$ cat src/rtl/mem_access_unit.sv
// mem_access_unit: multicycle load/store engine between the controller and the memory bus.
// Handles byte-lane alignment and write strobes, the request/ack handshake with a timeout,
// and sign/zero extension of load data.
// Ports:
//   clk, rst (sync, active-low)
//   req_rd/req_wr, addr, wdata, funct3     : request from controller (sampled in IDLE only)
//   busy, done, rdata, fault, fault_cause  : status back to controller
//   bus_req/bus_we/bus_addr/bus_be/bus_wdata, bus_rdata/bus_ack : external memory bus
module mem_access_unit #(
    parameter int unsigned TIMEOUT = 16,
    parameter int unsigned CNT_W   = 8
) (
    input  logic        clk,
    input  logic        rst,
    input  logic        req_rd,
    input  logic        req_wr,
    input  logic [31:0] addr,
    input  logic [31:0] wdata,
    input  logic [2:0]  funct3,
    output logic        busy,
    output logic        done,
    output logic [31:0] rdata,
    output logic        fault,
    output logic [1:0]  fault_cause,
    output logic        bus_req,
    output logic        bus_we,
    output logic [31:0] bus_addr,
    output logic [3:0]  bus_be,
    output logic [31:0] bus_wdata,
    input  logic [31:0] bus_rdata,
    input  logic        bus_ack
);

    typedef enum logic [2:0] {
        S_IDLE, S_CHECK, S_BUS, S_WAIT, S_DONE, S_ERR
    } state_t;

    localparam logic [1:0] CAUSE_MISALIGN = 2'b01;
    localparam logic [1:0] CAUSE_TIMEOUT  = 2'b10;
    localparam logic [1:0] CAUSE_ILLEGAL  = 2'b11;

    state_t             state_q, state_d;
    logic [31:0]        addr_q, addr_d;
    logic [31:0]        wdata_q, wdata_d;
    logic [2:0]         funct3_q, funct3_d;
    logic               we_q, we_d;
    logic [CNT_W-1:0]   cnt_q, cnt_d;
    logic               busy_q, busy_d;
    logic               done_q, done_d;
    logic               fault_q, fault_d;
    logic [1:0]         cause_q, cause_d;
    logic [31:0]        rdata_q, rdata_d;
    logic               bus_req_q, bus_req_d;
    logic               bus_we_q, bus_we_d;
    logic [31:0]        bus_addr_q, bus_addr_d;
    logic [3:0]         bus_be_q, bus_be_d;
    logic [31:0]        bus_wdata_q, bus_wdata_d;

    logic               illegal;
    logic               misaligned;
    logic [3:0]         be_calc;
    logic [31:0]        wdata_rep;
    logic [31:0]        lane;
    logic [31:0]        load_ext;

    // Access decode from the latched request: legality, alignment, lanes, load extension
    always_comb begin
        illegal    = 1'b0;
        misaligned = 1'b0;
        be_calc    = 4'b1111;
        wdata_rep  = wdata_q;
        lane       = bus_rdata >> {addr_q[1:0], 3'b000};
        load_ext   = lane;
        if (we_q) begin
            illegal = (funct3_q != 3'b000) && (funct3_q != 3'b001) && (funct3_q != 3'b010);
        end else begin
            illegal = (funct3_q == 3'b011) || (funct3_q[2:1] == 2'b11);
        end
        case (funct3_q[1:0])
            2'b00: begin
                be_calc   = 4'b0001 << addr_q[1:0];
                wdata_rep = {4{wdata_q[7:0]}};
            end
            2'b01: begin
                misaligned = addr_q[0];
                be_calc    = 4'b0011 << addr_q[1:0];
                wdata_rep  = {2{wdata_q[15:0]}};
            end
            default: begin
                misaligned = (addr_q[1:0] != 2'b00);
            end
        endcase
        case (funct3_q)
            3'b000:  load_ext = {{24{lane[7]}}, lane[7:0]};
            3'b100:  load_ext = {24'h0, lane[7:0]};
            3'b001:  load_ext = {{16{lane[15]}}, lane[15:0]};
            3'b101:  load_ext = {16'h0, lane[15:0]};
            default: load_ext = lane;
        endcase
    end

    // Next-state and registered-output logic
    always_comb begin
        state_d     = state_q;
        addr_d      = addr_q;
        wdata_d     = wdata_q;
        funct3_d    = funct3_q;
        we_d        = we_q;
        cnt_d       = cnt_q;
        cause_d     = cause_q;
        rdata_d     = rdata_q;
        bus_req_d   = bus_req_q;
        bus_we_d    = bus_we_q;
        bus_addr_d  = bus_addr_q;
        bus_be_d    = bus_be_q;
        bus_wdata_d = bus_wdata_q;

        case (state_q)
            S_IDLE: begin
                if (req_rd || req_wr) begin
                    addr_d   = addr;
                    wdata_d  = wdata;
                    funct3_d = funct3;
                    we_d     = req_wr;
                    state_d  = S_CHECK;
                end
            end
            S_CHECK: begin
                if (illegal) begin
                    cause_d = CAUSE_ILLEGAL;
                    state_d = S_ERR;
                end else if (misaligned) begin
                    cause_d = CAUSE_MISALIGN;
                    state_d = S_ERR;
                end else begin
                    bus_req_d   = 1'b1;
                    bus_we_d    = we_q;
                    bus_addr_d  = {addr_q[31:2], 2'b00};
                    bus_be_d    = be_calc;
                    bus_wdata_d = wdata_rep;
                    state_d     = S_BUS;
                end
            end
            S_BUS, S_WAIT: begin
                if (state_q == S_BUS) begin
                    cnt_d = '0;
                end
                if (bus_ack) begin
                    bus_req_d = 1'b0;
                    if (!we_q) begin
                        rdata_d = load_ext;
                    end
                    state_d = S_DONE;
                end else if (state_q == S_BUS) begin
                    state_d = S_WAIT;
                end else if (cnt_q == CNT_W'(TIMEOUT - 1)) begin
                    bus_req_d = 1'b0;
                    cause_d   = CAUSE_TIMEOUT;
                    state_d   = S_ERR;
                end else begin
                    cnt_d = cnt_q + CNT_W'(1);
                end
            end
            S_DONE, S_ERR: begin
                bus_be_d = 4'b0000;
                state_d  = S_IDLE;
            end
            default: begin
                bus_req_d = 1'b0;
                bus_be_d  = 4'b0000;
                state_d   = S_IDLE;
            end
        endcase

        busy_d  = (state_d != S_IDLE);
        done_d  = (state_d == S_DONE);
        fault_d = (state_d == S_ERR);
    end

    // State and output registers
    always_ff @(posedge clk) begin
        if (!rst) begin
            state_q     <= S_IDLE;
            addr_q      <= '0;
            wdata_q     <= '0;
            funct3_q    <= '0;
            we_q        <= 1'b0;
            cnt_q       <= '0;
            busy_q      <= 1'b0;
            done_q      <= 1'b0;
            fault_q     <= 1'b0;
            cause_q     <= 2'b00;
            rdata_q     <= '0;
            bus_req_q   <= 1'b0;
            bus_we_q    <= 1'b0;
            bus_addr_q  <= '0;
            bus_be_q    <= '0;
            bus_wdata_q <= '0;
        end else begin
            state_q     <= state_d;
            addr_q      <= addr_d;
            wdata_q     <= wdata_d;
            funct3_q    <= funct3_d;
            we_q        <= we_d;
            cnt_q       <= cnt_d;
            busy_q      <= busy_d;
            done_q      <= done_d;
            fault_q     <= fault_d;
            cause_q     <= cause_d;
            rdata_q     <= rdata_d;
            bus_req_q   <= bus_req_d;
            bus_we_q    <= bus_we_d;
            bus_addr_q  <= bus_addr_d;
            bus_be_q    <= bus_be_d;
            bus_wdata_q <= bus_wdata_d;
        end
    end

    assign busy        = busy_q;
    assign done        = done_q;
    assign fault       = fault_q;
    assign fault_cause = cause_q;
    assign rdata       = rdata_q;
    assign bus_req     = bus_req_q;
    assign bus_we      = bus_we_q;
    assign bus_addr    = bus_addr_q;
    assign bus_be      = bus_be_q;
    assign bus_wdata   = bus_wdata_q;

endmodule

$ cat config.mk
export PLATFORM = sky130hd
export DESIGN_NAME = mem_access_unit
export DESIGN_NICKNAME = d
export VERILOG_FILES = /design/src/rtl/mem_access_unit.sv
export SDC_FILE = /design/constraint.sdc
export NUM_CORES = 1
export LEC_CHECK = 0
export ABC_CLOCK_PERIOD_IN_PS = 4400
export BUFFER_PORTS_ARGS = -buffer_cell sky130_fd_sc_hd__buf_2
export CORE_ASPECT_RATIO = 2
export CORE_MARGIN = 1.5
export CORE_UTILIZATION = 45
export CTS_CLUSTER_SIZE = 10
export DETAILED_ROUTE_END_ITERATION = 16
export PLACE_DENSITY = 0.78
export RECOVER_POWER = 100
export SLEW_MARGIN = 20
export SYNTH_ARGS = -nofsm -noshare
export SYNTH_HDL_FRONTEND = slang
export SYNTH_SLANG_ARGS = --single-unit
$ cat constraint.sdc
create_clock -name clk -period 4.4 [get_ports clk]
set_input_delay 0.66 -clock clk [delete_from_list [all_inputs] [get_ports clk]]
set_output_delay 0.66 -clock clk [all_outputs]
set_load 0.01 [all_outputs]
# Word-level counts from Yosys, hierarchy flattened
# Index checks and enable logic that the tools add are counted.
totals:
  ram_bits: 0
  regBits: 184
  input_bits: 104
  elab_cells: 100
  memories: 0
  latchBits: 0
  rom_bits: 0
op_classes:
  n_div: 0
  shift: 3
  n_reduce_logical: 20
  mux: 31
  mul: 0
  n_bitwise: 5
  n_addsub: 1
  n_lt_le_gt_ge: 0
  eq_ne: 24
ops:
  columns: ["cell", "n"]
  rows:
  - ["one-hot mux 32 bit (4 select lines)", 1]
  - ["one-hot mux 32 bit (2 select lines)", 1]
  - ["2-to-1 mux 8 bit", 4]
  - ["right shift 32 x 5 -> 32 bit", 1]
  - ["equality test 3 bit (second input constant)", 6]
  - ["2-to-1 mux 3 bit", 6]
  - ["one-hot mux 4 bit (2 select lines)", 2]
  - ["2-to-1 mux 2 bit", 5]
  - ["inequality test 2 bit (second input constant)", 5]
  - ["AND reduction 5 bit", 2]
  - ["equality test 3 x 2 -> 1 bit (second input constant)", 3]
  - ["inequality test 3 bit (second input constant)", 3]
  - ["one-hot mux 3 bit (3 select lines)", 1]
  - ["AND reduction 3 bit", 3]
  - ["adder 8 x 1 -> 8 bit (second input constant)", 1]
  - ["equality test 8 x 4 -> 1 bit (second input constant)", 1]
  - ["2-to-1 mux 4 bit", 2]
  - ["equality test 3 x 1 -> 1 bit (second input constant)", 2]
  - ["zero test 3 bit", 2]
  - ["2-to-1 mux 1 bit", 6]
  - ["nonzero test 3 bit", 2]
  - ["OR reduction 3 bit", 2]
  - ["inverter 1 bit", 5]
  - ["one-hot mux 2 bit (2 select lines)", 1]
  - ["14 further kinds", 17]

# Depth between registers and ports, before layout
depth:
  depth_word: 7
  depth_mapped: 8
  ltp_nobuf: 5

# Least setup slack after synthesis
# OpenSTA, ideal clock, no wires.
synth_path:
  kind: "input-to-reg"
  startpoint: "input bus_rdata[31]"
  endpoint: "register rdata_q[21], in the netlist rdata[21]"
  cell_stages: 5
  n_path_buf: 1
  arrival_time_ps: 1762
  slack_ps: 2516
  cell_sequence: "mux4_2 > a2bb2oi_2 > a21oi_4 > buf_6 > a21oi_2"
synth_via:
  elab_chain_len: 2
synth_rtl:
  columns: ["item", "line_no", "source"]
  rows:
  - ["start, declared", "30", "input logic [31:0] bus_rdata,"]
  - ["right shift 32 x 5 -> 32 bit", "72", "lane = bus_rdata >> {addr_q[1:0], 3'b000};"]
  - ["one-hot mux 32 bit (4 select lines)", "93", "case (funct3_q)"]
  - ["end signal, assigned", "210", "rdata_q <= rdata_d;"]
  - ["end, declared", "52", "logic [31:0] rdata_q, rdata_d;"]
# Every way passes these cells.
# A chain may end at the register's enable or synchronous reset.

# Final worst setup path
layout_path:
  startpoint: "input req_wr"
  endpoint: "register wdata_q[9]"
layout_via:
  elab_chain_len: 2
layout_rtl:
  columns: ["item", "line_no", "source"]
  rows:
  - ["start, declared", "16", "input logic req_wr,"]
  - ["logical OR 1 bit", "120", "if (req_rd || req_wr) begin"]
  - ["AND reduction 2 bit (no line)", null, null]
  - ["end signal, assigned", "202", "wdata_q <= wdata_d;"]
  - ["end, declared", "44", "logic [31:0] wdata_q, wdata_d;"]
# Every way passes these cells.

==> reports/metrics.csv <==
metric,value,unit
violations,"max-capacitance violations, max-slew violations",
worstPathMaxFanout,33,
io_pins,211,
syn_avg_cell_area,8.17,µm²
p_total,4.30,mW
rrSetupSlack,1300,ps
slew-limit-headroom,-68.0,%
drcViolationCount,0,
worstHoldEndpoint,bus_addr[24],
stdcell_area,0.00902,mm²
htree_levels,4,
status,finished with violations,
reg2reg_depth,5,
critPathSlowestCell,o21ai_0,
io_buffers,208,
first_iter_violations,280,
setup_tns,0,ps
cts-root-buf,clkbuf_16,
drtAntennaViolNets,0,
gp_congestion,0.891,
synth_top_area_share,48.4,%
synth_edf_count,0,
p_leak,3.33,nW
grt_antenna_before_repair,1,
die_y,187,µm
cp_slowest_stage_delay,1880,ps
worstPathCellList,clkbuf_1 > o21ai_0 > buf_4 > nand2_1 > a21oi_1,
numCtsBuffers,17,
first_pass_iters,6,
fp.coreArea,0.0167,mm²
timing.critical_path.buf_inv,2,
grt_pass1_wl,32800,µm
cp.required,4740,ps
drive_above_1_share,15.7,%
skew,10.0,ps
p_per_area,477,mW/mm²
end_kind,flip-flop,
fin_crit,3150,ps
vias,7002,
area_growth,18.5,%
worst_path_dominant_cell_family,compound AO/OA/AOI/OAI gates,
dpl_cell_area,0.00863,mm²
hold_viol_final,0,
start_util,45.6,%
synth_common_cells,"nand2_1, dfxtp_1, a21oi_1, nand3_1, o21ai_0",
worstHoldStart,bus_addr[24],
cts.sinks,184,
grt-ovfl-total,0,
dpl.hpwl,14600,µm
irDropWorstVdd,0.000221,V
vias_per_cell,5.35,
synth_area_leaders,"dfxtp_1, nand2_1, a21oi_1",
grt_pass1_vias,6609,
ctsResizeCount,0,
fin_util,54.1,%
post_drt_wl_per_cell,16.0,µm
fill_cells,1644,
max-clock-path-buffers,2,
synth.lib_cells_used.distinct,57,
r2r_start,addr_q[0],
critPathLaunchType,input pin,
dp.cells,1275,
regToRegEndpoint,rdata[16],
maxCapViolations,3,
finalCritPeriodShare,71.7,%
tritoncts,done,
post-synth-top-area-cell,dfxtp_1,
layout.cells.non_filler,1308,
maxClockFrequency,317,MHz
synthArstFlopShare,0,%
postCtsSetupBuffers,0,
cp_data_arrival_time,3500,ps
slew_violations,126,
synth_ff_type,dfxtp_1,
synth_warnings,0,
cp.depth,5,
grt_usage,23.7,%
fin_nets,1193,
ys_seq_elements,184,
clock_latency,430,ps
grt_max_degree,124,
cts.clk_slew.worst_paths,70,ps
synthesis.area,0.00761,mm²
min_delay_path_depth,2,
synth_cells,932,
worst_pin_slew,2490,ps
die_area,0.0178,mm²
hold_class,flip-flop to flip-flop,
synth.most_common_cell,nand2_1,
wirelength,21000,µm
cts_hold_buf,0,
criticalPathCategory,input pin to flip-flop,
setup_violations,0,
fp.dieW,95.0,µm
rsz0062_at_grt,false,
row_count,67,
ys_seq_area_share,48.4,%
## state kept, by name (all words and copies together), names as in the netlist
| name | cells |
|---|---|
| addr_q | 32 |
| bus_wdata | 32 |
| rdata | 32 |
| wdata_q | 32 |
| bus_addr | 30 |
| cnt_q | 8 |
| bus_be | 4 |
| funct3_q | 3 |
| state_q | 3 |
| fault_cause | 2 |
| bus_req | 1 |
| bus_we | 1 |
| busy | 1 |
| done | 1 |
| fault | 1 |
| we_q | 1 |
## how the worst max path moves through the flow
| stage | from | to |
|---|---|---|
| floorplan | bus_rdata[31] | rdata[21] |
| global placement | bus_ack | cnt_q[0] |
| detailed placement | bus_ack | cnt_q[0] |
| CTS | addr_q[1] | bus_addr[2] |
| global route | addr_q[1] | bus_addr[27] |
| finish | req_wr | wdata_q[9] |
## through the flow
step | hold slack [ps] | worst slack [ps]
after floorplan | 436 | 2520
after global placement | 433 | 1930
after detailed placement | 437 | 1830
after CTS | 448 | 1890
after global routing | 451 | 1030
final | 453 | 1250
## cells by family after synthesis
family	synth area share [%]
AND/OR/NAND/NOR	20.5
adder cells (fa/ha/maj)	0.164
AO/OA/AOI/OAI	20.1
buffers and inverters	5.06
XOR/XNOR	0.115
other	0.0493
multiplexers	5.69
flip-flops	48.4
## report_power, final
group          internal (mW)  switching (mW)  total, mW
Sequential              1.85           0.131       1.98
Clock                  0.763           0.678       1.44
Combinational          0.306           0.580      0.886
Total                   2.91            1.39       4.30
## cell usage in the layout, fill, tap and decap left out, types with 4 or more instances in the layout
cell type	n
mux2i_1	32
clkbuf_1	107
nand2_1	253
o21ai_0	86
nor2_1	33
nor4_1	4
buf_4	8
o2bb2ai_1	10
a21oi_2	11
inv_6	4
dfxtp_1	184
a211oi_1	8
a21oi_1	88
a21boi_0	13
nor2b_1	5
and3_1	4
clkbuf_16	17
mux2_2	8
nand3_1	51
o211ai_1	9
a311oi_1	10
buf_2	101
## per-layer routing
layer | track usage [%] | vias to the layer above | wire (µm)
li1 | - | 3492 | -
met5 | 0 | - | 0
met1 | 26.6 | 3225 | 8120
met3 | 5.12 | 55 | 1070
met4 | 14.2 | 0 | 980
met2 | 39.9 | 230 | 10800
## worst min-delay path, delay by kind of cell, from the launching register on
family / cells / cell delay, ps
flip-flops: 1 / 310
AND/OR/NAND/NOR: 1 / 50
AO/OA/AOI/OAI: 1 / 50
## final cells by class
class / instances / area (µm²) / share of cell area [%]
Multi-Input combinational cell: 664 / 3510 / 38.9
Sequential cell: 184 / 3680 / 40.8
Antenna cell: 1 / 2.50 / 0.0277
Clock buffer: 20 / 457 / 5.06
Clock inverter: 11 / 91.3 / 1.01
Inverter: 4 / 15.0 / 0.166
Tap cell: 207 / 259 / 2.87
Timing Repair Buffer: 217 / 1000 / 11.1
(Power assumes the default switching activity.)
